$ cat src/rtl/mod_arith_pkg.sv
// Shared modular-arithmetic definitions: opcode encodings and standard moduli.
package mod_arith_pkg;

  typedef enum logic [1:0] {
    OP_ADD  = 2'b00,
    OP_SUB  = 2'b01,
    OP_NEG  = 2'b10,
    OP_PASS = 2'b11
  } op_e;

  localparam int unsigned KYBER_Q     = 3329;
  localparam int unsigned KYBER_W     = 12;
  localparam int unsigned DILITHIUM_Q = 8380417;
  localparam int unsigned DILITHIUM_W = 23;

  // Only add and sub consume operand B; its range error is ignored otherwise.
  function automatic logic op_uses_b(op_e op);
    return (op == OP_ADD) || (op == OP_SUB);
  endfunction

endpackage

$ cat src/rtl/mod_addsub_lane.sv
// One lane of the modular add/sub pipeline: raw result in stage 1,
// single conditional correction by Q in stage 2.
module mod_addsub_lane
  import mod_arith_pkg::*;
#(
  parameter int unsigned Q = KYBER_Q,
  parameter int unsigned W = KYBER_W
) (
  input  logic         clk,
  input  logic         rst,
  input  logic         i_en,
  input  op_e          i_op1,
  input  op_e          i_op2,
  input  logic [W-1:0] i_a,
  input  logic [W-1:0] i_b,
  output logic [W-1:0] o_c,
  output logic         o_err
);

  localparam logic signed [W+1:0] QS = (W+2)'(Q);
  localparam logic        [W-1:0] QW = W'(Q);

  logic signed [W+1:0] w_a;
  logic signed [W+1:0] w_b;
  logic signed [W+1:0] w_raw;
  logic                w_err;
  logic        [W-1:0] w_fix;

  logic signed [W+1:0] r_raw;
  logic                r_err;

  assign w_a = signed'({2'b00, i_a});
  assign w_b = signed'({2'b00, i_b});

  always_comb begin
    w_raw = w_a;
    unique case (i_op1)
      OP_ADD:  w_raw = w_a + w_b;
      OP_SUB:  w_raw = w_a - w_b;
      OP_NEG:  w_raw = QS - w_a;
      OP_PASS: w_raw = w_a;
      default: w_raw = w_a;
    endcase
  end

  assign w_err = (i_a >= QW) || (op_uses_b(i_op1) && (i_b >= QW));

  // neg of zero yields exactly Q in stage 1; any A > Q yields a negative raw value
  always_comb begin
    w_fix = W'(r_raw);
    unique case (i_op2)
      OP_ADD:  w_fix = (r_raw >= QS) ? W'(r_raw - QS) : W'(r_raw);
      OP_SUB:  w_fix = (r_raw < 0)   ? W'(r_raw + QS) : W'(r_raw);
      OP_NEG:  w_fix = (r_raw == QS) ? '0 : W'(r_raw);
      OP_PASS: w_fix = W'(r_raw);
      default: w_fix = W'(r_raw);
    endcase
  end

  always_ff @(posedge clk) begin
    if (rst) begin
      r_raw <= '0;
      r_err <= 1'b0;
      o_c   <= '0;
      o_err <= 1'b0;
    end else if (i_en) begin
      r_raw <= w_raw;
      r_err <= w_err;
      o_c   <= w_fix;
      o_err <= r_err;
    end
  end

endmodule

$ cat src/rtl/mod_addsub_pipe.sv
// Multi-lane two-stage modular add/sub/neg/pass unit with valid/ready stream
// handshake; a single global enable stalls both stages together.
module mod_addsub_pipe
  import mod_arith_pkg::*;
#(
  parameter int unsigned Q     = KYBER_Q,
  parameter int unsigned W     = KYBER_W,
  parameter int unsigned LANES = 4
) (
  input  logic               clk,
  input  logic               rst,
  input  logic               in_valid,
  output logic               in_ready,
  input  logic [1:0]         in_op,
  input  logic [LANES*W-1:0] in_a,
  input  logic [LANES*W-1:0] in_b,
  input  logic               in_last,
  output logic               out_valid,
  input  logic               out_ready,
  output logic [LANES*W-1:0] out_c,
  output logic [LANES-1:0]   out_err,
  output logic               out_last
);

  logic w_en;
  op_e  w_op_in;

  logic r_v1;
  logic r_v2;
  op_e  r_op1;
  logic r_last1;
  logic r_last2;

  assign w_en      = !r_v2 || out_ready;
  assign in_ready  = w_en;
  assign w_op_in   = op_e'(in_op);
  assign out_valid = r_v2;
  assign out_last  = r_last2;

  always_ff @(posedge clk) begin
    if (rst) begin
      r_v1    <= 1'b0;
      r_v2    <= 1'b0;
      r_op1   <= OP_ADD;
      r_last1 <= 1'b0;
      r_last2 <= 1'b0;
    end else if (w_en) begin
      r_v1    <= in_valid;
      r_v2    <= r_v1;
      r_op1   <= w_op_in;
      r_last1 <= in_last;
      r_last2 <= r_last1;
    end
  end

  for (genvar g = 0; g < LANES; g++) begin : g_lane
    mod_addsub_lane #(
      .Q (Q),
      .W (W)
    ) u_lane (
      .clk   (clk),
      .rst   (rst),
      .i_en  (w_en),
      .i_op1 (w_op_in),
      .i_op2 (r_op1),
      .i_a   (in_a[g*W +: W]),
      .i_b   (in_b[g*W +: W]),
      .o_c   (out_c[g*W +: W]),
      .o_err (out_err[g])
    );
  end

endmodule

$ cat config.mk
export PLATFORM = sky130hd
export DESIGN_NAME = mod_addsub_pipe
export DESIGN_NICKNAME = d
export VERILOG_FILES = /design/src/rtl/mod_arith_pkg.sv /design/src/rtl/mod_addsub_lane.sv /design/src/rtl/mod_addsub_pipe.sv
export SDC_FILE = /design/constraint.sdc
export NUM_CORES = 1
export LEC_CHECK = 0
export CORE_MARGIN = 2
export CORE_UTILIZATION = 40
export CTS_CLUSTER_DIAMETER = 60
export DETAILED_ROUTE_END_ITERATION = 10
export GPL_TIMING_DRIVEN = 0
export PLACE_DENSITY = 0.7
export SLEW_MARGIN = 20
export SYNTH_ARGS = -nofsm -noshare
export SYNTH_HDL_FRONTEND = slang
export SYNTH_HIERARCHICAL = 1
export SYNTH_SLANG_ARGS = --single-unit
$ cat constraint.sdc
create_clock -name clk -period 3.81 [get_ports clk]
set_input_delay 0.762 -clock clk [delete_from_list [all_inputs] [get_ports clk]]
set_output_delay 0.762 -clock clk [all_outputs]
set_load 0.005 [all_outputs]
## Word level (Yosys, flattened, before mapping)

Cells that the tools add are included.

| storage, ports and cells | value |
|---|---|
| register bits after elaboration | 118 |

| operators by class | value |
|---|---|
| $add $sub $neg | 20 |
| $lt $le $gt $ge | 16 |
| eq/ne operators | 10 |
| muxes and demuxes | 20 |
| reduce and logical (&&, ||, !) cells | 13 |

Operator list:

| cell | number |
|---|---|
| case mux 14 bit (4 select lines) | 4 |
| case mux 12 bit (4 select lines) | 4 |
| 2-to-1 mux 12 bit | 12 |
| greater-or-equal comparator 12 bit (second input constant) | 8 |
| == test 14 x 13 -> 1 bit (second input constant) | 4 |
| greater-or-equal comparator 14 x 13 -> 1 bit (second input constant) | 4 |
| less-than comparator 14 x 1 -> 1 bit (second input constant) | 4 |
| adder 12 x 12 -> 13 bit | 4 |
| subtractor 12 x 12 -> 13 bit | 4 |
| subtractor 12 x 12 -> 13 bit (first input constant) | 4 |
| adder 12 x 11 -> 12 bit (second input constant) | 4 |
| subtractor 12 x 11 -> 12 bit (second input constant) | 4 |
| == test 2 bit (second input constant) | 4 |
| logical OR 1 bit | 6 |
| == test 2 x 1 -> 1 bit (second input constant) | 2 |
| logical AND 1 bit | 4 |
| logical NOT 2 bit | 2 |
| logical NOT 1 bit | 1 |

## Logic depth before layout (Yosys ltp)

| depth | value |
|---|---|
| depth in word-level cells | 4 |
| depth in mapped cells | 10 |

## Modules after synthesis

The synthesis kept the hierarchy.

Modules (own cells, without submodules):

| module | instances | cells each | area each (um2) | sequential area each (um2) |
|---|---|---|---|---|
| mod_addsub_lane | 4 | 445 | 3295.7 | 560.5 |
| mod_addsub_pipe | 1 | 24 | 256.5 | 120.1 |

## Least setup slack after synthesis

OpenSTA, ideal clock, no wires.

| timing path | value |
|---|---|
| path kind | in2reg |
| start point | input port in_b[2] |
| end point | register g_lane[0].u_lane.r_raw[10] |
| setup time | 129 ps |
| data arrival time | 2457 ps |
| data required time | 3681 ps |
| path slack | 1224 ps |
| cell stages on the path | 9 |
| buffers on the path | 0 |
| cells stage by stage | inv_1 ha_1 nand2b_4 a2111oi_4 nor3b_1 o41ai_2 xnor2_1 a221oi_2 o32ai_1 |

| on the way | value |
|---|---|
| cells in the longest elaborated chain, start to end | 2 |
| elaborated cells on any way between the ends | 3 |
| those cells by class | add/sub: 2; mux: 1 |

Ends and longest elaborated chain:

| element | line | text |
|---|---|---|
| start: declaration | mod_addsub_pipe.sv:16 | `input logic [LANES*W-1:0] in_b,` |
| subtractor 12 x 12 -> 13 bit or adder 12 x 12 -> 13 bit (tied branches) | mod_addsub_lane.sv:39, mod_addsub_lane.sv:38 |  |
| case mux 14 bit (4 select lines) (*) | mod_addsub_lane.sv:37 | `unique case (i_op1)` |
| end signal: assignment | mod_addsub_lane.sv:67 | `r_raw <= w_raw;` |
| end: declaration | mod_addsub_lane.sv:29 | `logic signed [W+1:0] r_raw;` |

Mark *: on every way between the ends. The rest lies on a longest branch, timed or not.
A chain may end at the register's enable or synchronous reset.

## Worst setup path in the final report

| timing path | value |
|---|---|
| start point | input port in_a[36] |
| end point | register g_lane[3].u_lane.r_raw[12] |

| on the way | value |
|---|---|
| cells in the longest elaborated chain, start to end | 2 |
| elaborated cells on any way between the ends | 4 |
| those cells by class | add/sub: 3; mux: 1 |

Ends and longest elaborated chain:

| element | line | text |
|---|---|---|
| start: declaration | mod_addsub_pipe.sv:15 | `input logic [LANES*W-1:0] in_a,` |
| subtractor 12 x 12 -> 13 bit (tied with other cells) | mod_addsub_lane.sv:40 | `OP_NEG: w_raw = QS - w_a;` |
| case mux 14 bit (4 select lines) (*) | mod_addsub_lane.sv:37 |  |
| end signal: assignment | mod_addsub_lane.sv:67 |  |
| end: declaration | mod_addsub_lane.sv:29 |  |

Marks and branches as above.

==> flow_metrics.py <==
metrics = {
    "global_routing": {
        "grt_pass1_wl_um": 68400,
        "antenna_found_initial": 1,
        "grt_usage_pct": 23.6,
        "grt_pass1_vias": 13200,
        "grt_overflow": 0,
        "grt_max_degree": 30,
    },
    "final_layout": {
        "fin_util_pct": 48.6,
        "final_cells": 2441,
        "nNetsFinal": 2203,
        "diodes": 0,
        "fillCellCount": 3306,
        "drive_gt1_share_pct": 6.62,
        "area_growth_pct": 20.4,
    },
    "detailed_routing": {
        "routed-via-count": 14400,
        "via_per_inst": 5.88,
        "drt-initial-drc-count": 1033,
        "first_pass_iters": 5,
        "dr_wl_met3_um": 2560,
        "routed_wirelength_um": 43200,
        "wl_per_cell_um": 17.7,
        "met1_length_um": 19700,
        "ant_nets": 0,
        "dr.max_layer_used": "met5",
        "drc_errors": 0,
        "met2_length_um": 20100,
    },
    "power": {
        "power.density_nw_per_um2": 323,
        "finalPower_mw": 5.22,
        "ir_worst_vdd_mv": 0.225,
        "p_leak_nw": 6.35,
    },
    "placement": {
        "gp_congestion": 0.946,
        "io_buffers": 157,
        "dp.cells": 2409,
        "hpwl_um": 33200,
    },
    "clock_tree": {
        "post-cts-setup-buffer-count": 0,
        "cts_tree": "done",
        "hold_buffers": 0,
        "numCtsBuffers": 17,
        "clk_pin_slew_ps": 60,
        "clkSinkCount": 118,
        "max-clock-path-buffers": 2,
        "clock-root-buffer": "clkbuf_16",
        "ctsResizeCount": 0,
        "clkLatencyLatePin_ps": 420,
        "h-tree-depth": 4,
    },
    "floorplanning": {
        "ioPinCount": 158,
        "fp.dieH_um": 187,
        "dieArea_um2": 35100,
        "placementRows": 67,
        "start_util_pct": 40.4,
        "design.core.area_um2": 33300,
        "fp.dieW_um": 187,
    },
    "sta": {
        "maxSlewViolCount": 0,
        "tightest_slew_ps": 981,
        "hold_violations": 0,
        "skew_ps": 11.0,
        "fmax_ghz": 0.314,
        "rsz0062_at_grt": "no",
        "setup_viol": 0,
        "period_needed_ps": 3190,
        "finalSetupTns_ps": 0,
        "slew_headroom_pct": 34.4,
        "finalCritPeriodShare_pct": 83.6,
    },
    "setup_path": {
        "timing.critical_path.from_type": "input pin",
        "cp_common_cell": "a211oi_1",
        "cp_max_fo": 4,
        "crit_path_cell_trace": "clkdlybuf4s50_1 > inv_1 > ha_1 > fa_1 > nor2b_1 > o211ai_1 > a21oi_1 > o31a_1 > a2111oi_0 > a211oi_1 > a211oi_1",
        "max_stage_delay_ps": 630,
        "crit_buf_inv": 2,
        "critPathCaptureType": "flop",
        "worst-setup-path-type": "input pin to flop",
        "critPathRequiredTime_ps": 4090,
        "critPathSlowestCell": "clkdlybuf4s50_1",
        "critPathTopFamily": "compound AO/OA/AOI/OAI gates",
        "cp.arrival_ps": 3470,
    },
    "yosys": {
        "synth_edf_count": 0,
        "synth_top_flop_cell": "dfxtp_1",
        "yosysWarnings": 6,
        "async_flop_share_pct": 0,
        "syn_area_per_cell_um2": 7.45,
        "synth-seq-cells": 118,
        "synthesis.instances": 1804,
        "yosysUniqueCellTypes": 73,
        "syn_area_um2": 13400,
        "seq_area_frac_synth_pct": 17.6,
        "synth_nets": 2027,
    },
    "status": {
        "outcome": "complete, no violations",
    },
    "run": {
        "cap_viol_max_count": 0,
    },
    "worst_hold_path": {
        "hp-class": "flop to flop",
    },
}
[registers in the layout (all words and copies together) (netlist names)]
register and count:
g_lane.u_lane/r_raw 56, r_last1 1, g_lane.u_lane/o_err 4, r_v1 1
out_valid 1, out_last 1, g_lane.u_lane/r_err 4, g_lane.u_lane/o_c 48
r_op1 2
[stage by stage]
step	cell area (µm²)	hold slack (ps)	setup slack, ps
floorplan	13400	426	1220
global placement	15600	436	237
detailed placement	15600	456	181
CTS	16200	466	641
global route	16200	496	401
finish	16200	466	625
[cell usage in the layout, fill, tap and decap left out, types with 29 or more instances in the layout]
cell and n:
clkbuf_1 56, inv_1 129, a31oi_1 36, nand2_1 116
nor2_1 212, nand3_1 52, nor3_1 36, o211ai_1 44
ha_1 112, mux2i_1 33, dfxtp_1 117, xnor2_1 68
a211oi_1 44, nand2b_1 29, o21ai_0 112, a21oi_1 140
xor2_1 40, clkdlybuf4s50_1 157
[layout make-up]
class                           instances  area, µm²  area share (%)
Clock inverter                         15        179            1.11
Clock buffer                           17        425            2.63
Buffer                                104        485            3.00
Tap cell                              448        561            3.47
Multi-Input combinational cell       1448      10100            62.4
Sequential cell                       118       2360            14.6
Timing Repair Buffer                  157       1570            9.71
Inverter                              134        503            3.11
[logic make-up after synthesis]
group           Yosys count  share of synthesized area, %
buf+inv                 238                          7.35
xor+xnor                108                          7.04
mux                      33                          2.46
simple gates            594                          22.6
fa+ha+maj               120                          11.6
flops                   118                          17.6
compound gates          593                          31.3
[cell usage after synthesis, types with 24 or more instances]
cell      count  share of area (%)
o21ai_0     112                4.2
a211oi_1     44                2.5
o211ai_1     44                2.5
nand3_1      52                1.9
inv_1       129                3.6
clkbuf_1     56                1.6
nor2_1      212                5.9
nand2b_1     29                1.3
mux2i_1      33                2.5
a31oi_1      36                1.7
xnor2_1      68                4.4
xor2_1       40                2.6
a21oi_1     140                5.2
buf_2        24               0.89
nand2_1     116                3.2
dfxtp_1     118                 18
ha_1        112                 10
nor3_1       36                1.3
[where the power goes]
| group | switching [mW] | internal [mW] | total, mW |
|---|---|---|---|
| Clock | 0.642 | 1.03 | 1.67 |
| Sequential | 0.125 | 1.37 | 1.50 |
| Combinational | 1.16 | 0.882 | 2.05 |
[path summary, 6_finish.rpt]
kind	start	to	slack (ps)	cells after the start
setup reg to reg	out_valid	g_lane[2].u_lane/o_c[10]	1190	6
hold / removal	g_lane[2].u_lane/o_c[10]	g_lane[2].u_lane/o_c[10]	470	2
setup / recovery	in_a[36]	g_lane[3].u_lane/r_raw[12]	620	11
hold reg to reg	g_lane[2].u_lane/o_c[10]	g_lane[2].u_lane/o_c[10]	470	2
[worst reg2reg max path, delay by kind of cell (launching register included)]
family	cells	cell delay (ps)
AOI/OAI and AO/OA	2	590
buffers and inverters	3	1410
DFF	1	370
and+or+nand+nor	1	170
[per-layer routing]
metal	GRT usage (%)	vias up
met4	6.47	2
li1	-	6974
met1	31.7	6800
met3	3.32	67
met2	39.4	508
met5	0	-
Power figures use the tool's default switching activity.
